### config.mk
export PLATFORM = sky130hd
export DESIGN_NAME = mem_wb_stage
export DESIGN_NICKNAME = d
export VERILOG_FILES = /design/src/rtl/mem_wb_stage_pkg.sv /design/src/rtl/mem_wb_stage_load_extender.sv /design/src/rtl/mem_wb_stage.sv
export SDC_FILE = /design/constraint.sdc
export NUM_CORES = 1
export LEC_CHECK = 0
export CORE_ASPECT_RATIO = 1.4
export CORE_MARGIN = 2
export CORE_UTILIZATION = 43
export DETAILED_ROUTE_END_ITERATION = 12
export PLACE_DENSITY = 0.92
export SYNTH_ARGS = -nofsm -noshare
export SYNTH_HDL_FRONTEND = slang
export SYNTH_SLANG_ARGS = --single-unit
export TNS_END_PERCENT = 100
### constraint.sdc
create_clock -name clk -period 3.25 [get_ports clk]
set_input_delay 0.65 -clock clk [delete_from_list [all_inputs] [get_ports clk]]
set_output_delay 0.65 -clock clk [all_outputs]
set_load 0.01 [all_outputs]
### src/rtl/mem_wb_stage_pkg.sv
// rtl/mem_wb_stage_pkg.sv - shared pipeline widths and load-type encodings
package mem_wb_stage_pkg;

  localparam int PIPE_DATA_W = 32;
  localparam int PIPE_ADDR_W = 5;

  typedef enum logic [2:0] {
    LD_LW  = 3'd0,
    LD_LH  = 3'd1,
    LD_LHU = 3'd2,
    LD_LB  = 3'd3,
    LD_LBU = 3'd4
  } load_type_e;

endpackage

### src/rtl/mem_wb_stage_load_extender.sv
// rtl/mem_wb_stage_load_extender.sv - load data extraction, sign/zero extension and misalignment detection
module load_extender
  import mem_wb_stage_pkg::*;
#(
  parameter int DATA_W = PIPE_DATA_W
) (
  input  logic [2:0]        load_type,
  input  logic [1:0]        byte_off,
  input  logic              mem_to_reg,
  input  logic [DATA_W-1:0] mem_data,
  output logic [DATA_W-1:0] load_data,
  output logic              misaligned
);

  logic [15:0] half;
  logic [7:0]  byte_sel;

  always_comb begin
    half     = byte_off[1] ? mem_data[31:16] : mem_data[15:0];
    byte_sel = 8'h00;
    case (byte_off)
      2'd0: byte_sel = mem_data[7:0];
      2'd1: byte_sel = mem_data[15:8];
      2'd2: byte_sel = mem_data[23:16];
      2'd3: byte_sel = mem_data[31:24];
      default: byte_sel = 8'h00;
    endcase
  end

  // Illegal load types only matter when the load data is actually selected.
  always_comb begin
    load_data  = mem_data;
    misaligned = 1'b0;
    case (load_type)
      LD_LW: begin
        load_data  = mem_data;
        misaligned = mem_to_reg && (byte_off != 2'd0);
      end
      LD_LH: begin
        load_data  = {{(DATA_W-16){half[15]}}, half};
        misaligned = mem_to_reg && byte_off[0];
      end
      LD_LHU: begin
        load_data  = {{(DATA_W-16){1'b0}}, half};
        misaligned = mem_to_reg && byte_off[0];
      end
      LD_LB:  load_data = {{(DATA_W-8){byte_sel[7]}}, byte_sel};
      LD_LBU: load_data = {{(DATA_W-8){1'b0}}, byte_sel};
      default: misaligned = mem_to_reg;
    endcase
  end

endmodule

### src/rtl/mem_wb_stage.sv
// rtl/mem_wb_stage.sv - MEM/WB pipeline register with writeback select and retire counter
module mem_wb_stage
  import mem_wb_stage_pkg::*;
#(
  parameter int DATA_W = PIPE_DATA_W,
  parameter int ADDR_W = PIPE_ADDR_W
) (
  input  logic              clk,
  input  logic              reset,
  input  logic              i_valid,
  input  logic              i_stall,
  input  logic              i_flush,
  input  logic              i_reg_write,
  input  logic              i_mem_to_reg,
  input  logic              i_link,
  input  logic [2:0]        i_load_type,
  input  logic [1:0]        i_byte_off,
  input  logic [ADDR_W-1:0] i_wb_addr,
  input  logic [DATA_W-1:0] i_alu_result,
  input  logic [DATA_W-1:0] i_mem_data,
  input  logic [DATA_W-1:0] i_pc_plus8,
  output logic              write_enable,
  output logic [ADDR_W-1:0] reg_addr,
  output logic [DATA_W-1:0] write_data,
  output logic              o_misaligned,
  output logic [31:0]       o_retired
);

  logic [DATA_W-1:0] load_data;
  logic              load_misaligned;
  logic [DATA_W-1:0] wb_data;
  logic              bad_access;
  logic              do_write;

  load_extender #(.DATA_W(DATA_W)) u_load_extender (
    .load_type  (i_load_type),
    .byte_off   (i_byte_off),
    .mem_to_reg (i_mem_to_reg),
    .mem_data   (i_mem_data),
    .load_data  (load_data),
    .misaligned (load_misaligned)
  );

  always_comb begin
    if (i_link)
      wb_data = i_pc_plus8;
    else if (i_mem_to_reg)
      wb_data = load_data;
    else
      wb_data = i_alu_result;
    bad_access = i_valid && load_misaligned;
    do_write   = i_valid && i_reg_write && !load_misaligned && (i_wb_addr != '0);
  end

  // Flush leaves address/data stale; write_enable alone qualifies them.
  always_ff @(posedge clk) begin
    if (reset) begin
      write_enable <= 1'b0;
      o_misaligned <= 1'b0;
      reg_addr     <= '0;
      write_data   <= '0;
      o_retired    <= '0;
    end else if (i_flush) begin
      write_enable <= 1'b0;
      o_misaligned <= 1'b0;
    end else if (!i_stall) begin
      write_enable <= do_write;
      o_misaligned <= bad_access;
      reg_addr     <= i_wb_addr;
      write_data   <= wb_data;
      if (i_valid && (o_retired != 32'hFFFF_FFFF))
        o_retired <= o_retired + 32'd1;
    end
  end

endmodule

==> flow_summary_export.csv, run 1 <==
group,metric,value,unit
status,status,"finished clean",
place,numPortBuffers,184,
global_route,grt_max_degree,59,
setup_path,endpoint,"o_retired[11]",
clock_tree,cts_made_buffers,9,
floorplanning,rows,42,
clock_tree,clock_path_buffers,2,
timing,hold_viol,0,
synth,synthArstFlopShare,0,%
timing,relSlewSlack,30.6,%
clock_tree,post_cts_buffers,0,
synth,synth_flop_cell,"dfxtp_1",
floorplanning,ios,185,
place,dp_hpwl,11600,microns
synth,synth_edf_count,0,
synth,syn_inst,538,
clock_tree,clock_latency,0.34,ns
synth,synth_cell_type_count,58,
flow_run,maxCapViolCount,0,
synth,synth-seq-cells,71,
finish,final_cell_mix,"clkdlybuf4s50_1 (183), nor2_1 (71), dfxtp_1 (71)",
setup_path,crit_start,"i_flush",
place,dpl_cell_area,0.00620,sq mm
setup_path,path_depth,5,
power_and_ir_drop,ir_drop,254,uV
setup_path,rr_worst_depth,6,
drt,drtIter0Drc,344,
drt,final_antenna_net_count,0,
floorplanning,fp.dieH,121,microns
finish,diodes,0,
synth,synth.net_count,653,
drt,vias_per_cell,6.16,
clock_tree,ctsResizeCount,0,
timing,rsz0062_at_grt,"no",
power_and_ir_drop,fin_total_pwr,0.00250,W
floorplanning,die_w,87.9,microns
timing,drv_slew,0,
timing,fin_setup_tns,0,ns
synth,syn_area_per_cell,7.88,sq um
synth,seq_area_frac_synth,33.5,%
place,place_congestion,0.923,
hold_path,hold_path_class,"register to register",
finish,drive_above_1_share,7.76,%
synth,yosysWarnings,0,
floorplanning,coreArea,0.00951,sq mm
global_route,grt_pass1_wl,24600,microns
drt,routed_wl,15800,microns
setup_path,crit_buf_inv,1,
setup_path,slowest_delay,0.62,ns
setup_path,worst_path_max_delay_cell,"or3b_2",
floorplanning,start_util,44.6,%
setup_path,cp-end-kind,"register",
finish,n_fill_cell,769,
power_and_ir_drop,p_leak,2.22,nW
setup_path,r2r_start,"o_retired[0]",
clock_tree,clock-sinks,71,
global_route,grt_pass1_vias,4845,
clock_tree,cts_tree,"yes",
setup_path,rrSetupSlack,0.62,ns
finish,regArea,0.00142,sq mm
synth,netlist_area,0.00424,sq mm
finish,final_common_cell,"clkdlybuf4s50_1",
finish,area_delta_synth_final,54.0,%
drt,vias,5183,
setup_path,r2r-end,"o_retired[18]",
clock_tree,root_buffer,"clkbuf_16",
finish,multi_input_area,0.00260,sq mm
clock_tree,ctsHoldBuffers,0,
timing,fmax,0.353,GHz
setup_path,crit_path_max_fanout,15,
setup_path,crit_chain,"clkdlybuf4s50_1 > or3b_2 > or2_2 > nor4_1 > mux2_2",
clock_tree,htreeDepth,3,
drt,wl_per_cell,18.8,microns
timing,fin_crit,2.83,ns
global_route,grtUsageTotal,29.6,%
setup_path,path_delay_family,"simple AND/OR/NAND/NOR gates",
floorplanning,dieArea,0.0107,sq mm
hold_path,hold_depth,2,
setup_path,start_kind,"primary input",
timing,finalCritPeriodShare,87.2,%
global_route,antenna_found_initial,0,
timing,final-setup-viol-count,0,
finish,nets,819,
setup_path,worstSetupPathType,"primary input to register",
timing,worst_pin_slew,1.04,ns
drt,dr.pass1.iters,7,
setup_path,arrival,3.06,ns
global_route,overflow,0,
clock_tree,path_clk_slew,0.06,ns
timing,skew,0.00397,ns
finish,final_cell_area,0.00653,sq mm
setup_path,critPathRequiredTime,3.48,ns
power_and_ir_drop,powerDensity,383,mW/mm^2
drt,drc,0,
## cells in the mapped netlist (6+ instances only)
master	count	area [sq um]
a21oi_1	44	220
nor3_1	11	55.1
clkbuf_1	36	135
or4_1	15	113
a221oi_1	22	193
nor2_1	72	270
inv_1	11	41.3
o31ai_1	19	143
a2111oi_0	19	166
nor2b_1	8	50.1
a22oi_1	7	52.6
dfxtp_1	71	1420
nand3_1	8	40.0
or3_1	13	81.3
o21ai_0	29	145
a21o_1	7	52.6
nor4_1	8	50.1
mux2_2	10	113
nand4_1	9	56.3
buf_2	6	30.0
o22ai_1	17	106
a211oi_1	9	67.6
nor4b_1	7	61.3
a21boi_0	7	52.6
nand2_1	25	93.8
## logic make-up (layout without fill, tap and decap cells)
family | count (synthesis) | in the layout | share of synthesized area [%]
compound gates | 195 | 195 | 31.3
xor+xnor | 4 | 4 | 0.827
fa+ha+maj | 1 | 1 | 0.295
buf+inv | 56 | 227 | 5.22
flops | 71 | 71 | 33.5
mux | 13 | 13 | 3.98
simple gates | 198 | 198 | 24.9
## state kept, by name, summed over array words and instances (netlist names)
signal        cells
write_enable      1
o_retired        32
reg_addr          5
o_misaligned      1
write_data       32
## metrics by stage
stage	utilization (%)	setup WS [ns]	cells	hold WS, ns
floorplan	-	0.770	538	0.481
global placement	65.2	0.251	825	0.443
detailed placement	65.2	0.118	825	0.451
CTS	68.7	0.462	841	0.457
global route	68.7	0.338	841	0.479
finish	68.7	0.417	841	0.455
## how the worst min path moves through the flow
stage               slack, ns         from           to
finish                   0.45  reg_addr[2]  reg_addr[2]
global route             0.48  reg_addr[1]  reg_addr[1]
CTS                      0.46  reg_addr[2]  reg_addr[2]
detailed placement       0.45  reg_addr[2]  reg_addr[2]
global placement         0.44  reg_addr[3]  reg_addr[3]
floorplan                0.48  reg_addr[0]  reg_addr[0]
## layer usage
layer	wire (microns)	global-route usage [%]	vias to the layer above
li1	-	-	2414
met1	5690	34.3	2398
met2	7980	51.0	326
met3	1380	4.90	45
met4	710	15.5	0
met5	0	0	-
## where the power goes
group | switching (W) | internal, W | leakage (nW)
clock network | 0.000383 | 0.000712 | 0.158
registers | 0.0000193 | 0.000902 | 0.579
logic | 0.000223 | 0.000263 | 1.48
## worst reg2reg max path, stage by stage (launching register included)
cell     delay [ns]
dfxtp_1        0.39
ha_1           0.21
nand2_1        0.15
nor4_1         0.68
o21ai_1        0.39
nor4_1         0.34
mux2_2         0.37
## cell type report
type                            instances  share of cell area [%]
Tap cell                              132                    2.53
Clock inverter                          5                    1.23
Inverter                               12                   0.690
Multi-Input combinational cell        411                    39.9
Clock buffer                           11                    3.87
Sequential cell                        71                    21.8
Timing Repair Buffer                  199                    30.0
(Power assumes the default switching activity.)
==> run 2: changes to the inputs <==
--- a/config.mk
+++ b/config.mk
@@ -13,4 +13,3 @@
 export SYNTH_ARGS = -nofsm -noshare
 export SYNTH_HDL_FRONTEND = slang
 export SYNTH_SLANG_ARGS = --single-unit
-export TNS_END_PERCENT = 100
==> results of run 2 <==
Same layout as run 1: the final DEF is identical, and so are final timing and power.
==> run 3: changes to the inputs <==
--- a/config.mk
+++ b/config.mk
@@ -9,7 +9,7 @@
 export CORE_MARGIN = 2
 export CORE_UTILIZATION = 43
 export DETAILED_ROUTE_END_ITERATION = 12
-export PLACE_DENSITY = 0.92
+export PLACE_DENSITY = 0.89
 export SYNTH_ARGS = -nofsm -noshare
 export SYNTH_HDL_FRONTEND = slang
 export SYNTH_SLANG_ARGS = --single-unit
==> run 3 against run 2 <==
  * Maximum frequency is 2.6% higher
  * Routed wire length is 0.94% higher
  * Clock power is 7% lower
  * Sequential share of layout area increased by 0.14 points
  * Setup slack better by 0.072 ns
  * Final cell count fell by 0.12%
  * Highest routed layer unchanged
  * Global-route usage decreased by 0.53 points
  * Clock-buffer cell count increased by 3
  * Combinational power about the same
  * Non-clock buffer count is 1 lower
  * Design area down 0.63%
  * Utilization fell by 0.43 points
==> flow_summary_export.csv, run 3 (synthesis results as in run 1) <==
group,metric,value,unit
drt,vias_per_cell,6.23,
setup_path,rr_worst_depth,6,
timing,hold_viol,0,
global_route,grt_pass1_wl,24300,microns
place,pre_cts_slack,0.166,ns
floorplanning,die_w,87.9,microns
place,dpl_cell_area,0.00618,sq mm
hold_path,hold_path_class,"register to register",
clock_tree,post_cts_buffers,0,
timing,fin_setup_tns,0,ns
global_route,grt_max_degree,58,
timing,finalWorstSetupSlack,0.489,ns
setup_path,rrSetupSlack,0.65,ns
drt,wl_per_cell,19.0,microns
power_and_ir_drop,powerDensity,374,mW/mm^2
timing,fmax,0.362,GHz
hold_path,hold_depth,2,
clock_tree,cts_tree,"yes",
setup_path,worstSetupPathType,"primary input to register",
place,dp_hpwl,11700,microns
power_and_ir_drop,p_leak,2.20,nW
finish,nets,818,
timing,relSlewSlack,29.0,%
power_and_ir_drop,ir_drop,284,uV
floorplanning,ios,185,
flow_run,maxCapViolCount,0,
timing,skew,0.00567,ns
timing,finalCritPeriodShare,85.0,%
setup_path,cp-end-kind,"register",
drt,drc,0,
finish,diodes,0,
floorplanning,start_util,44.6,%
drt,drtIter0Drc,300,
setup_path,crit_path_max_fanout,15,
clock_tree,clock_latency,0.32,ns
clock_tree,clock-sinks,71,
drt,routed_wl,15900,microns
timing,worst_pin_slew,1.06,ns
floorplanning,dieArea,0.0107,sq mm
timing,drv_slew,0,
drt,vias,5232,
finish,fin_util,68.2,%
status,status,"finished clean",
clock_tree,ctsHoldBuffers,0,
clock_tree,cts_made_buffers,9,
place,numPortBuffers,184,
finish,area_delta_synth_final,53.1,%
setup_path,start_kind,"primary input",
place,place_congestion,0.983,
global_route,overflow,0,
finish,final_cell_mix,"clkdlybuf4s50_1 (183), nor2_1 (71), dfxtp_1 (71)",
floorplanning,fp.dieH,121,microns
timing,fin_crit,2.76,ns
floorplanning,rows,42,
finish,final_common_cell,"clkdlybuf4s50_1",
clock_tree,root_buffer,"clkbuf_16",
clock_tree,htreeDepth,3,
finish,drive_above_1_share,7.34,%
clock_tree,clock_path_buffers,2,
clock_tree,ctsResizeCount,0,
clock_tree,path_clk_slew,0.06,ns
timing,rsz0062_at_grt,"no",
drt,final_antenna_net_count,0,
floorplanning,coreArea,0.00951,sq mm
setup_path,arrival,2.97,ns
global_route,grtUsageTotal,29.0,%
global_route,antenna_found_initial,0,
drt,dr.pass1.iters,5,
finish,largest_registers,"o_retired x32, write_data x32, reg_addr x5",
finish,final_cell_area,0.00649,sq mm
setup_path,critPathRequiredTime,3.46,ns
global_route,grt_pass1_vias,5026,
timing,final-setup-viol-count,0,
[run 3: cell count changes in the layout (fill, tap and decap cells not counted), sizes merged]
cell	change
bufinv	-1
clkinvlp	-1
clkinv	-1
buf	-1
clkbuf	+3
[run 3: path summary, 6_finish.rpt]
| check | startpoint | endpoint |
|---|---|---|
| hold / removal | reg_addr[1] | reg_addr[1] |
| setup reg to reg | o_retired[21] | o_retired[4] |
| hold reg to reg | reg_addr[1] | reg_addr[1] |
| setup / recovery | i_flush | o_retired[11] |
[run 3: area by class of cell]
class / instances / area (sq um)
inverter: 12 / 45.0
clock buffer: 14 / 274
fill: 790 / 3020
tap: 132 / 165
multi-input combinational: 411 / 2600
sequential: 71 / 1420
clock inverter: 2 / 37.5
timing repair buffer: 198 / 1940
[run 3: through the flow]
step / hold WS [ns] / total power, W / std cells
2_1_floorplan: 0.481 / 0.00114 / 538
3_3_place_gp: 0.444 / 0.00141 / 824
3_5_place_dp: 0.449 / 0.00142 / 824
4_1_cts: 0.457 / 0.00243 / 840
5_1_grt: 0.478 / 0.00251 / 840
6_report: 0.461 / 0.00242 / 840
[run 3: per-layer routing]
metal | vias to the layer above | part of all wire, % | GRT usage [%]
met2 | 320 | 50 | 50.2
met4 | 0 | 4.6 | 15.3
met3 | 47 | 9.7 | 7.07
li1 | 2409 | - | -
met5 | - | 0 | 0
met1 | 2456 | 35 | 32.1
[run 3: power breakdown]
part / total [W] / switching (W) / internal, W
combinational: 0.000486 / 0.000225 / 0.000261
clock: 0.00102 / 0.000359 / 0.000658
sequential: 0.000921 / 0.0000186 / 0.000903
[run 3: worst max-delay path: stages]
cell             delay, ns
clkdlybuf4s50_1       0.49
or3b_2                0.63
or2_2                 0.47
nor4_1                0.36
mux2_2                0.37
